<file path="src/rtl/tlul_mem_tester_pkg.sv">
// FSM states, TL-UL opcode/size constants and the data pattern used by the
// memory tester.
package tlul_mem_tester_pkg;

    typedef enum logic [2:0] {
        IDLE,
        WR_REQ,
        WR_RSP,
        RD_REQ,
        RD_RSP,
        DONE
    } state_e;

    localparam logic [2:0] OP_PUT_FULL_DATA   = 3'h0;
    localparam logic [2:0] OP_GET             = 3'h4;
    localparam logic [2:0] OP_ACCESS_ACK      = 3'h0;
    localparam logic [2:0] OP_ACCESS_ACK_DATA = 3'h1;
    localparam logic [1:0] SIZE_WORD          = 2'd2;
    localparam logic [3:0] MASK_WORD          = 4'hF;

    // Address-dependent pattern so that aliased or swapped words show up as errors.
    function automatic logic [31:0] pattern(input logic [31:0] addr, input logic [31:0] seed);
        return addr ^ seed;
    endfunction

endpackage

</file>
<file path="src/rtl/tlul_pkg.sv">
// Minimal TL-UL type definitions shared by hosts and devices in this slice.
// Field widths follow the common 32-bit data / 32-bit address TL-UL profile.
package tlul_pkg;

    localparam int TL_AW  = 32;
    localparam int TL_DW  = 32;
    localparam int TL_AIW = 8;
    localparam int TL_DIW = 1;
    localparam int TL_SZW = 2;
    localparam int TL_DBW = TL_DW / 8;
    localparam int TL_AUW = 16;
    localparam int TL_DUW = 16;

    localparam logic [TL_AUW-1:0] TL_A_USER_DEFAULT = '0;

    typedef struct packed {
        logic              a_valid;
        logic [2:0]        a_opcode;
        logic [2:0]        a_param;
        logic [TL_SZW-1:0] a_size;
        logic [TL_AIW-1:0] a_source;
        logic [TL_AW-1:0]  a_address;
        logic [TL_DBW-1:0] a_mask;
        logic [TL_DW-1:0]  a_data;
        logic [TL_AUW-1:0] a_user;
        logic              d_ready;
    } tl_h2d_t;

    typedef struct packed {
        logic              d_valid;
        logic [2:0]        d_opcode;
        logic [2:0]        d_param;
        logic [TL_SZW-1:0] d_size;
        logic [TL_AIW-1:0] d_source;
        logic [TL_DIW-1:0] d_sink;
        logic [TL_DW-1:0]  d_data;
        logic [TL_DUW-1:0] d_user;
        logic              d_error;
        logic              a_ready;
    } tl_d2h_t;

endpackage

</file>
<file path="src/rtl/tlul_mem_tester.sv">
// Write-then-readback memory tester acting as a TL-UL host: writes a pattern
// over a word range, reads it back, and reports mismatches and timeouts.
module tlul_mem_tester
    import tlul_pkg::*;
    import tlul_mem_tester_pkg::*;
#(
    parameter int unsigned       TimeoutCycles = 1024,
    parameter logic [TL_AIW-1:0] SourceId      = '0
) (
    input  logic        clk_i,
    input  logic        rst_i,
    input  logic        start_i,
    input  logic [31:0] base_addr_i,
    input  logic [31:0] num_words_i,
    input  logic [31:0] seed_i,
    output tl_h2d_t     tl_o,
    input  tl_d2h_t     tl_i,
    output logic        busy_o,
    output logic        done_o,
    output logic        pass_o,
    output logic        timeout_o,
    output logic [15:0] err_count_o,
    output logic [31:0] first_err_addr_o
);

    localparam logic [31:0] WaitLast = 32'(TimeoutCycles) - 32'd1;

    state_e      state_reg, state_next;
    logic [31:0] cur_reg, cur_next;
    logic [31:0] base_reg, base_next;
    logic [31:0] seed_reg, seed_next;
    logic [31:0] n_reg, n_next;
    logic [31:0] idx_reg, idx_next;
    logic [31:0] wait_reg, wait_next;
    logic [15:0] err_count_reg, err_count_next;
    logic [31:0] first_err_reg, first_err_next;
    logic        timeout_reg, timeout_next;
    logic        rsp_err;
    logic        last_word;

    logic unused_tl;
    assign unused_tl = ^{tl_i.d_param, tl_i.d_size, tl_i.d_source, tl_i.d_sink, tl_i.d_user};

    assign last_word = (idx_reg == n_reg - 32'd1);

    always_ff @(posedge clk_i) begin
        if (rst_i) begin
            state_reg     <= IDLE;
            cur_reg       <= '0;
            base_reg      <= '0;
            seed_reg      <= '0;
            n_reg         <= '0;
            idx_reg       <= '0;
            wait_reg      <= '0;
            err_count_reg <= '0;
            first_err_reg <= '0;
            timeout_reg   <= 1'b0;
        end else begin
            state_reg     <= state_next;
            cur_reg       <= cur_next;
            base_reg      <= base_next;
            seed_reg      <= seed_next;
            n_reg         <= n_next;
            idx_reg       <= idx_next;
            wait_reg      <= wait_next;
            err_count_reg <= err_count_next;
            first_err_reg <= first_err_next;
            timeout_reg   <= timeout_next;
        end
    end

    always_comb begin
        state_next     = state_reg;
        cur_next       = cur_reg;
        base_next      = base_reg;
        seed_next      = seed_reg;
        n_next         = n_reg;
        idx_next       = idx_reg;
        wait_next      = wait_reg;
        err_count_next = err_count_reg;
        first_err_next = first_err_reg;
        timeout_next   = timeout_reg;
        rsp_err        = 1'b0;

        case (state_reg)
            IDLE, DONE: begin
                if (start_i) begin
                    base_next      = base_addr_i;
                    cur_next       = base_addr_i;
                    seed_next      = seed_i;
                    n_next         = num_words_i;
                    idx_next       = '0;
                    wait_next      = '0;
                    err_count_next = '0;
                    first_err_next = '0;
                    timeout_next   = 1'b0;
                    state_next     = (num_words_i == 32'd0) ? DONE : WR_REQ;
                end
            end
            WR_REQ, RD_REQ: begin
                if (tl_i.a_ready) begin
                    wait_next  = '0;
                    state_next = (state_reg == WR_REQ) ? WR_RSP : RD_RSP;
                end
            end
            WR_RSP, RD_RSP: begin
                if (tl_i.d_valid) begin
                    if (state_reg == WR_RSP) begin
                        rsp_err = tl_i.d_error || (tl_i.d_opcode != OP_ACCESS_ACK);
                    end else begin
                        rsp_err = tl_i.d_error || (tl_i.d_opcode != OP_ACCESS_ACK_DATA) ||
                                  (tl_i.d_data != pattern(cur_reg, seed_reg));
                    end
                    cur_next = cur_reg + 32'd4;
                    idx_next = idx_reg + 32'd1;
                    if (!last_word) begin
                        state_next = (state_reg == WR_RSP) ? WR_REQ : RD_REQ;
                    end else if (state_reg == WR_RSP) begin
                        // Write phase finished: rewind and start the readback pass.
                        cur_next   = base_reg;
                        idx_next   = '0;
                        state_next = RD_REQ;
                    end else begin
                        state_next = DONE;
                    end
                end else if (wait_reg == WaitLast) begin
                    timeout_next = 1'b1;
                    state_next   = DONE;
                end else begin
                    wait_next = wait_reg + 32'd1;
                end
            end
            default: state_next = IDLE;
        endcase

        // The first failing address is taken from the address of the response being judged.
        if (rsp_err) begin
            if (err_count_reg != 16'hFFFF) begin
                err_count_next = err_count_reg + 16'd1;
            end
            if (err_count_reg == 16'd0) begin
                first_err_next = cur_reg;
            end
        end
    end

    always_comb begin
        tl_o           = '0;
        tl_o.a_valid   = (state_reg == WR_REQ) || (state_reg == RD_REQ);
        tl_o.a_opcode  = (state_reg == RD_REQ) ? OP_GET : OP_PUT_FULL_DATA;
        tl_o.a_param   = '0;
        tl_o.a_size    = SIZE_WORD;
        tl_o.a_source  = SourceId;
        tl_o.a_address = cur_reg;
        tl_o.a_mask    = MASK_WORD;
        tl_o.a_data    = (state_reg == RD_REQ) ? '0 : pattern(cur_reg, seed_reg);
        tl_o.a_user    = TL_A_USER_DEFAULT;
        tl_o.d_ready   = (state_reg == WR_RSP) || (state_reg == RD_RSP);
    end

    assign busy_o           = (state_reg != IDLE) && (state_reg != DONE);
    assign done_o           = (state_reg == DONE);
    assign pass_o           = done_o && (err_count_reg == 16'd0) && !timeout_reg;
    assign timeout_o        = timeout_reg;
    assign err_count_o      = err_count_reg;
    assign first_err_addr_o = first_err_reg;

endmodule
</file>
<file path="config.mk">
export PLATFORM = sky130hd
export DESIGN_NAME = tlul_mem_tester
export DESIGN_NICKNAME = d
export VERILOG_FILES = /design/src/rtl/tlul_mem_tester_pkg.sv /design/src/rtl/tlul_pkg.sv /design/src/rtl/tlul_mem_tester.sv
export SDC_FILE = /design/constraint.sdc
export NUM_CORES = 1
export LEC_CHECK = 0
export ABC_CLOCK_PERIOD_IN_PS = 3100
export CAP_MARGIN = 25
export CORE_MARGIN = 10
export CORE_UTILIZATION = 46
export DETAILED_ROUTE_END_ITERATION = 10
export GPL_TIMING_DRIVEN = 0
export PLACE_DENSITY_LB_ADDON = 0.2
export RECOVER_POWER = 25
export SETUP_SLACK_MARGIN = 0.5
export SYNTH_ARGS = -nofsm -noshare
export SYNTH_HDL_FRONTEND = slang
export SYNTH_SLANG_ARGS = --single-unit
</file>
<file path="constraint.sdc">
create_clock -name clk_i -period 3.1 [get_ports clk_i]
set_input_delay 0.62 -clock clk_i [delete_from_list [all_inputs] [get_ports clk_i]]
set_output_delay 0.62 -clock clk_i [all_outputs]
set_load 0.01 [all_outputs]
</file>
Yosys cells after proc, flatten, opt, wreduce, memory -nomap -nowiden:

Index checks and enable logic that the tools add are counted.

* bitwise operators: 1
* muxes and demuxes: 41
* reduce and logical (&&, ||, !) cells: 24
* equality and inequality tests: 18
* $add $sub $neg: 5

Operator list (count)
* 2-to-1 mux 32 bit: 16
* case mux 32 bit (2 select lines): 2
* case mux 32 bit (3 select lines): 1
* adder 32 x 1 -> 32 bit (second input constant): 2
* 2-to-1 mux 16 bit: 4
* adder 32 x 3 -> 32 bit (second input constant): 1
* == test 32 x 10 -> 1 bit (second input constant): 1
* == test 32 bit: 1
* zero test 32 bit: 1
* inequality test 32 bit: 1
* subtractor 32 x 1 -> 32 bit (second input constant): 1
* XOR 32 bit: 1
* 2-to-1 mux 3 bit: 9
* adder 16 x 1 -> 16 bit (second input constant): 1
* zero test 16 bit: 1
* inequality test 16 bit (second input constant): 1
* inequality test 2 bit (second input constant): 6
* case mux 3 bit (3 select lines): 1
* nonzero test 3 bit: 3
* == test 3 x 2 -> 1 bit (second input constant): 2
* == test 3 bit (second input constant): 2
* 2-to-1 mux 1 bit: 6
* inequality test 3 bit (second input constant): 2
* AND reduction 3 bit: 2
* other kinds (13): 21

* output and inout port bits: 154
* input port bits: 167
* register bits: 244
* logic and storage cells: 99

Logic depth before layout (Yosys ltp):

Gate-level depths: netlist of run 1.

* depth after elaboration: 7
* mapped depth: 13
* depth with buffers taken out: 13

Worst setup path after synthesis of run 1:

No wires, ideal clock.

* path type: register to register
* from: reg n_reg[8]
* to: reg cur_reg[2]
* clock period less this slack: 3338 ps
* data required time: 2966 ps
* stages on the path, launching flop included: 12
* data arrival time: 3204 ps
* path slack: -238 ps
* buffers on the path: 3
* library setup time: 134 ps
* cell sequence: dfxtp_1 -> clkbuf_1 -> or4_4 -> nor4_4 -> nand3_1 -> a2111o_1 -> a311o_1 -> nor4_4 -> buf_4 -> buf_4 -> mux2i_1 -> o22ai_1

* longest elaborated chain between the ends: 5

RTL lines
* from (decl): RTL line tlul_mem_tester.sv:32 `logic [31:0] n_reg, n_next;`
* from (signal assigned): RTL line tlul_mem_tester.sv:63 `n_reg <= n_next;`
* subtractor 32 x 1 -> 32 bit: RTL line tlul_mem_tester.sv:44 `assign last_word = (idx_reg == n_reg - 32'd1);`
* == test 32 bit: RTL line tlul_mem_tester.sv:44
* 2-to-1 mux 32 bit: RTL line tlul_mem_tester.sv:116 `if (!last_word) begin`
* 2-to-1 mux 32 bit: RTL line tlul_mem_tester.sv:107 `if (tl_i.d_valid) begin`
* case mux 32 bit (2 select lines): RTL line tlul_mem_tester.sv:85 `case (state_reg)`
* to (signal assigned): RTL line tlul_mem_tester.sv:60 `cur_reg <= cur_next;`
* to (decl): RTL line tlul_mem_tester.sv:29 `logic [31:0] cur_reg, cur_next;`

No other way between the ends. The select of a mux whose other input is x is not followed.
A chain may end at the register's enable or synchronous reset.

Worst setup path in the final report of run 1:

* from: reg n_reg[8]
* to: reg idx_reg[19]

* longest elaborated chain between the ends: 5

RTL lines
* subtractor 32 x 1 -> 32 bit: RTL line tlul_mem_tester.sv:44
* == test 32 bit: RTL line tlul_mem_tester.sv:44
* 2-to-1 mux 32 bit: RTL line tlul_mem_tester.sv:116
* 2-to-1 mux 32 bit: RTL line tlul_mem_tester.sv:107
* case mux 32 bit (2 select lines): RTL line tlul_mem_tester.sv:85
* to (signal assigned): RTL line tlul_mem_tester.sv:64 `idx_reg <= idx_next;`
* to (decl): RTL line tlul_mem_tester.sv:33 `logic [31:0] idx_reg, idx_next;`

No other way between the ends. The select of a mux whose other input is x is not followed.

==> impl_results.md, run 1 <==
* Status: finished, violations left
* Violated checks: negative setup slack
* CP most frequent cell: buf_6
* Distinct cells, synth at 75
* Syn Area/Cell at approximately 7.7 um2
* Ys async rst share at 0%
* Htree depth at 1
* Clk Latency, worst-skew pair at ~560 ps
* Drt drc at 0
* FF-to-FF Start: n_reg[8]$_SDFFE_PP0P_
* FF+latch count, synth at 244
* Max-cap violations at 0
* Most frequent cells after synthesis: nand2_1 (305), dfxtp_1 (244), a21oi_1 (180), nor2_1 (155), clkbuf_1 (118)
* Vias at between 15000 and 20000
* Startpoint Class: flip-flop
* Worst Setup End Kind: flip-flop
* TritonCTS clock tree: built
* Initial antenna violation count at 10
* Crit path from: n_reg[8]$_SDFFE_PP0P_
* First-pass GRT wire length at around 84 mm
* DR vias/cell at 5.87
* Setup violators final at 66
* Slew margin rel. at 37.0%
* Critical path's top delay family: simple AND/OR/NAND/NOR gates
* Kind of critical path: flip-flop to flip-flop
* Top_reg_cell synth: dfxtp_1
* Critical Path, Cell by Cell: buf_6 > or4_4 > or4_4 > a211o_1 > a211oi_2 > nand4_1 > nor4_4 > buf_6 > clkbuf_16 > buf_6 > buf_6 > nor4b_1 > o22a_1
* DR pass1 iterations at 7
* Port-buffer cells at around 250
* CTS buffer count at 28
* Synthesis-to-finish area growth at 50.6%
* Worst min path class: flip-flop to flip-flop
* Core area at ~30000 um2
* Deepest clock path buffer count at 3
* Routed Antenna Nets at 0
* Total Routing Usage GR at between 20% and 30%
* Grt ovf at 0
* Final net count at 2408
* Final design utilization at 70.8%
* Layout cell share with drive strength beyond 1 at about a quarter
* Area contributors post-synth: dfxtp_1 (35%), nand2_1 (8.1%), xnor2_1 (6.5%)
* Vias in the first global route at approximately 15000
* VDD IR max at about 0.00054 V
* Clock transition at path regs at 60 ps
* Clock Sinks at between 200 and 250
* WP depth at 13
* Placement Setup Slack at -866 ps
* Post-Syn Area at about 14000 um2
* Worst-path fanout max at 8
* DP Wirelength at around 40 mm
* Synth area leader: dfxtp_1
* Largest net degree at the start of global routing at 14
* Final period utilization at 113%
* Syn Inst Count at around 1800
* Ys Warns at 0
* R2R cell count at 13
* Worst reg-to-reg setup slack at -400 ps
* Max incr delay on CP at around 540 ps
* IO Count at 321
* Hold_buf cts at 0
* Max Clk Rate at 286 MHz
* Slew Viols, Final at 0
* Final WL at 57.2 mm
* Root Driver: clkbuf_16
* Row cnt at 63
* Effective utilization at floorplan at 47.0%
* Register area share after synthesis at about a third
* Die area at 38000 um2
* Worst setup path end: idx_reg[19]$_SDFFE_PP0P_
* Routability Congestion at between 0.9 and 1
* Required @ worst endpoint at around 3600 ps
* Count leader, synth: nand2_1
* Min cycle time layout at 3500 ps
* Buf+Inv Stages, Crit Path at 5
* Die span in y at between 150 and 200 um
* LEAKAGE at approximately 8.0 nW
* Worst endpoint data arrival time at approximately 4000 ps
* Slew @ Worst Pin at approximately 950 ps
* Synth top area share at between 30% and 40%
* Detail-routed net length per standard cell at between 20 and 25 um
* Slowest cell on crit path: or4_4
* Final WS setup at -396 ps
* Final Hold Fails at 0
* Power Density at between 800 and 900 nW/um2
* Chip Width at approximately 190 um
* EDFF count, synth at 0
* Iter 0 DRT Violations at about 1300
* RSZ-0062 raised after global routing: yes
* R2r endpoint: idx_reg[19]$_SDFFE_PP0P_
* Post-Route Skew at around 16 ps
[cells in the final DEF (no fill, tap or decap), drive strengths merged, types with 11 or more instances in the layout]
| master | instances |
|---|---|
| a211oi | 12 |
| a21oi | 181 |
| a311oi | 21 |
| and3 | 29 |
| buf | 183 |
| clkbuf | 161 |
| clkdlybuf4s50 | 156 |
| conb | 35 |
| dfxtp | 244 |
| dlygate4sd3 | 56 |
| inv | 30 |
| mux2i | 12 |
| nand2 | 305 |
| nand3 | 100 |
| nand4 | 36 |
| nor2 | 156 |
| nor2b | 11 |
| nor3 | 44 |
| nor3b | 12 |
| nor4 | 39 |
| o21a | 16 |
| o21ai | 27 |
| o311ai | 11 |
| or3 | 36 |
| or4 | 14 |
| xnor2 | 104 |
| xnor3 | 25 |
| xor2 | 32 |
[routing by layer]
| layer | vias up | global-route usage, % | wire length, um |
|---|---|---|---|
| met1 | 7464 | 33.0 | 22500 |
| met3 | 164 | 7.28 | 5520 |
| met4 | 8 | 9.72 | 2100 |
| met5 | - | 0 | 58 |
| met2 | 758 | 44.0 | 27100 |
| li1 | 7153 | - | - |
[timing repair]
action                                  in CTS  in global routing
endpoints found under the setup margin     264                173
buffers inserted                            58                 22
pin swaps                                   71                 98
cloned                                       6                 11
resized for setup                          363                328
[report_power, final]
| group | switching, mW | total [mW] | internal (mW) |
|---|---|---|---|
| clock | 1.38 | 3.59 | 2.21 |
| combinational | 5.26 | 9.26 | 4.00 |
| sequential | 0.584 | 4.25 | 3.67 |
[worst min path at each step]
stage,start,slack [ps],cells past startpoint,end
after floorplan,base_reg[14]$_SDFFE_PP0P_,440,2,base_reg[14]$_SDFFE_PP0P_
after global placement,base_reg[4]$_SDFFE_PP0P_,440,2,base_reg[4]$_SDFFE_PP0P_
after detailed placement,base_reg[30]$_SDFFE_PP0P_,450,2,base_reg[30]$_SDFFE_PP0P_
after CTS,base_reg[30]$_SDFFE_PP0P_,450,2,base_reg[30]$_SDFFE_PP0P_
after global routing,base_reg[14]$_SDFFE_PP0P_,470,2,base_reg[14]$_SDFFE_PP0P_
final,base_reg[4]$_SDFFE_PP0P_,450,2,base_reg[4]$_SDFFE_PP0P_
[area by class of cell]
cell class,count,area [um2]
fillers,2257,8760
well taps,390,488
diodes,6,15.0
clock buffers,37,796
flip-flops and latches,244,4920
repair buffers,349,3560
plain buffers,178,1360
inverters,32,139
multi-input cells,1401,9730
clock inverters,13,190
[per-stage QoR]
step	cells	TNS (ps)	power (mW)	cell area (um2)	hold WS, ps
after floorplan	1853	-1550	8.67	14300	436
after global placement	2497	-90800	11.4	17400	442
after detailed placement	2497	-94340	11.5	17400	447
after CTS	2611	-18350	15.9	19700	455
after global routing	2647	-25220	17.9	21200	466
final	2650	-21330	17.1	21200	455
[worst register-to-register path: cells and delay by family (launching register included)]
family	cells	cell delay [ps]
AOI/OAI and AO/OA	3	730
buffers and inverters	5	770
DFF	1	310
and+or+nand+nor	5	1590
[cell families after synthesis]
group                    count (synthesis)  synth area share [%]
AND/OR/NAND/NOR                        830                  28.6
AO/OA/AOI/OAI                          354                  15.9
flip-flops                             244                  34.7
buffers and inverters                  210                  6.84
XOR/XNOR                               161                  12.5
multiplexers                            12                 0.853
adder cells (fa/ha/maj)                  7                 0.622
other                                    2                0.0533
(Power assumes the default switching activity.)
==> run 2, diff against run 1 <==
- SKIP_LAST_GASP: default -> 1
==> impl_results.md, run 2 (synthesized netlist as in run 1, its figures left out) <==
* Vias in the first global route at 14600 (was 14700)
* Power Density at 809 nW/um2 (was 807 nW/um2)
* Die area at 38000 um2 (unchanged)
* Final net count at 2418 (was 2408)
* Clk Latency, worst-skew pair at 560 ps (about the same)
* Detail-routed net length per standard cell at 21.4 um (was 21.6 um)
* Slew margin rel. at 36.6% (was 37.0%)
* Htree depth at 1 (unchanged)
* Status: finished, violations left (unchanged)
* Final WS setup at -387 ps (was -396 ps)
* Final Hold Fails at 0 (unchanged)
* Commonest non-fill, non-tap cell in the layout: nand2_1 (unchanged)
* Slowest cell on crit path: or4_4 (unchanged)
* Slew Viols, Final at 0 (unchanged)
* TritonCTS clock tree: built (unchanged)
* VDD IR max at 0.000529 V (was 0.000538 V)
* Drt drc at 0 (unchanged)
* Port-buffer cells at 254 (unchanged)
* Grt ovf at 0 (unchanged)
* Post-Route Skew at 10.4 ps (was 15.8 ps)
* Synthesis-to-finish area growth at 50.1% (was 50.6%)
* Fill count at 2261 (was 2257)
* Commonest non-fill, non-tap cells in the layout: nand2_1 (286), dfxtp_1 (228), a21oi_1 (156), clkdlybuf4s50_1 (142), nor2_1 (122) (was nand2_1 (280), dfxtp_1 (223), clkdlybuf4s50_1 (156), a21oi_1 (140), nor2_1 (133))
* Worst-path fanout max at 8 (unchanged)
* IO Count at 321 (unchanged)
* Chip Width at 195 um (unchanged)
* R2r endpoint: idx_reg[19]$_SDFFE_PP0P_ (unchanged)
* Hold EP: base_reg[4]$_SDFFE_PP0P_ (unchanged)
* Die span in y at 195 um (unchanged)
* Worst min path class: flip-flop to flip-flop (unchanged)
* Routability Congestion at 0.938 (unchanged)
* Deepest clock path buffer count at 3 (unchanged)
* Total Routing Usage GR at 26.7% (was 26.9%)
* Effective utilization at floorplan at 47.0% (unchanged)
* Layout cell share with drive strength beyond 1 at 23.5% (was 24.1%)
* Largest net degree at the start of global routing at 14 (unchanged)
* Initial antenna violation count at 11 (was 10)
* Clock transition at path regs at 60 ps (about the same)
* Kind of critical path: flip-flop to flip-flop (unchanged)
* DR pass1 iterations at 6 (was 7)
* Vias at 15600 (was 15500)
* Power Internal at 9.90 mW (was 9.87 mW)
* Max Clk Rate at 287 MHz (was 286 MHz)
* Core area at 30000 um2 (unchanged)
* DR vias/cell at 5.86 (was 5.87)
* Total power at 17.1 mW (about the same)
* CP most frequent cell: buf_6 (unchanged)
* Hold_buf cts at 0 (unchanged)
* Clock Sinks at 244 (unchanged)
* Setup violators final at 66 (unchanged)
* Min cycle time layout at 3490 ps (was 3500 ps)
* Slew @ Worst Pin at 951 ps (was 946 ps)
* Critical path's top delay family: simple AND/OR/NAND/NOR gates (unchanged)
* Iter 0 DRT Violations at 1353 (was 1340)
* Worst endpoint data arrival time at 3930 ps (was 3950 ps)
* Buf+Inv Stages, Crit Path at 5 (unchanged)
* R2R cell count at 13 (unchanged)
* Row cnt at 63 (unchanged)
* Sum of negative setup slack at -20840 ps (was -21330 ps)
* First-pass GRT wire length at 83.1 mm (was 83.6 mm)
* Final Cell Area at 21100 um2 (was 21200 um2)
* LEAKAGE at 8.03 nW (about the same)
* RSZ-0062 raised after global routing: yes (unchanged)
* Switching pwr at 7.19 mW (was 7.22 mW)
* Worst Setup End Kind: flip-flop (unchanged)
* Root Driver: clkbuf_16 (unchanged)
* Required @ worst endpoint at 3550 ps (about the same)
* Max incr delay on CP at 540 ps (about the same)
* Violated checks: negative setup slack (unchanged)
* Final WL at 56.8 mm (was 57.2 mm)
* Seq pwr share at 24.7% (was 24.9%)
* Hold path startpoint: base_reg[4]$_SDFFE_PP0P_ (unchanged)
* Critical Path, Cell by Cell: buf_6 > or4_4 > or4_4 > a211o_1 > a211oi_2 > nand4_1 > nor4_4 > buf_6 > clkbuf_16 > buf_6 > buf_6 > nor4b_1 > o22a_1 (unchanged)
* Placed standard-cell area at 17400 um2 (unchanged)
* DP Wirelength at 39.2 mm (unchanged)
* Max-cap violations at 0 (unchanged)
* Switching Fraction at 42.1% (was 42.2%)
* Final period utilization at 112% (was 113%)
* Clk pwr share at 21.0% (about the same)
* Routed Antenna Nets at 0 (unchanged)
* Placement Setup Slack at -866 ps (unchanged)
* Startpoint Class: flip-flop (unchanged)
* Combinational Power Share at 54.3% (was 54.1%)
* FF-to-FF Start: n_reg[8]$_SDFFE_PP0P_ (unchanged)
* Hold Path Stages at 2 (unchanged)
* CTS buffer count at 28 (unchanged)
* Worst reg-to-reg setup slack at -390 ps (was -400 ps)
## run 2: changes by cell type in the layout (fill, tap and decap cells not counted), sizes merged
cell / previous run / this run
dlygate4sd3: 56 / 71
dlygate4sd2: 6 / 4
buf: 183 / 195
clkbuf: 161 / 158
clkdlybuf4s50: 156 / 142
clkdlybuf4s15: 1 / 2
dlymetal6s2s: 1 / 2
## run 2: final cells by class
cell class,count,area [um2],area share (%)
Inverter,32,139,0.657
Buffer,178,1320,6.25
Clock inverter,13,190,0.900
Tap cell,390,488,2.31
Antenna cell,6,15.0,0.0711
Sequential cell,244,4910,23.2
Multi-Input combinational cell,1401,9590,45.4
Clock buffer,37,796,3.77
Timing Repair Buffer,359,3670,17.4
## run 2: through the flow
| step | std cells | hold WS [ps] | util (%) |
|---|---|---|---|
| 6_report | 2660 | 455 | 70.5 |
| 5_1_grt | 2658 | 466 | 70.5 |
| 4_1_cts | 2611 | 455 | 65.3 |
| 3_5_place_dp | 2497 | 447 | 58.0 |
| 3_3_place_gp | 2497 | 442 | 58.0 |
| 2_1_floorplan | 1853 | 436 | - |
## run 2: layer usage
| metal | share of wire (%) | vias to the layer above | GRT usage (%) |
|---|---|---|---|
| met5 | 0.10 | - | 0 |
| met4 | 3.9 | 8 | 9.72 |
| met3 | 9.4 | 172 | 6.81 |
| met2 | 47 | 769 | 43.5 |
| met1 | 40 | 7452 | 33.3 |
| li1 | - | 7183 | - |
## run 2: how the worst max path moves through the flow
stage,depth (start not counted),endpoint,slack (ps),from
after detailed placement,10,err_count_o[8]$_SDFF_PP0_,-870,tl_i[66]
after floorplan,11,cur_reg[2]$_SDFFE_PP0P_,-70,n_reg[3]$_SDFFE_PP0P_
after global placement,10,err_count_o[9]$_SDFF_PP0_,-800,tl_i[66]
after global routing,16,state_reg[1]$_SDFFE_PP0P_,-480,n_reg[2]$_SDFFE_PP0P_
final,13,idx_reg[19]$_SDFFE_PP0P_,-390,n_reg[8]$_SDFFE_PP0P_
after CTS,13,idx_reg[3]$_SDFFE_PP0P_,-350,n_reg[3]$_SDFFE_PP0P_
## run 2: power by group through the flow
| stage | clock network, mW | logic (mW) | registers (mW) |
|---|---|---|---|
| 6_report | 3.60 | 9.27 | 4.22 |
| 5_1_grt | 3.74 | 9.86 | 4.27 |
| 4_1_cts | 3.61 | 8.03 | 4.17 |
| 3_5_place_dp | 0 | 7.27 | 4.21 |
| 3_3_place_gp | 0 | 7.19 | 4.19 |
| 2_1_floorplan | 0 | 4.52 | 4.15 |
## run 2: worst min-delay path, stage by stage, from the launching register on
cell	delay, ps
dfxtp_1	310
nand2_1	50
a21oi_1	50
## run 2: repair_timing
| item | in CTS | in global routing |
|---|---|---|
| gates resized for setup | 290 | 355 |
| endpoints found under the setup margin | 264 | 173 |
| pin swaps | 56 | 107 |
| cloned | 6 | 13 |
| buffers inserted | 58 | 30 |
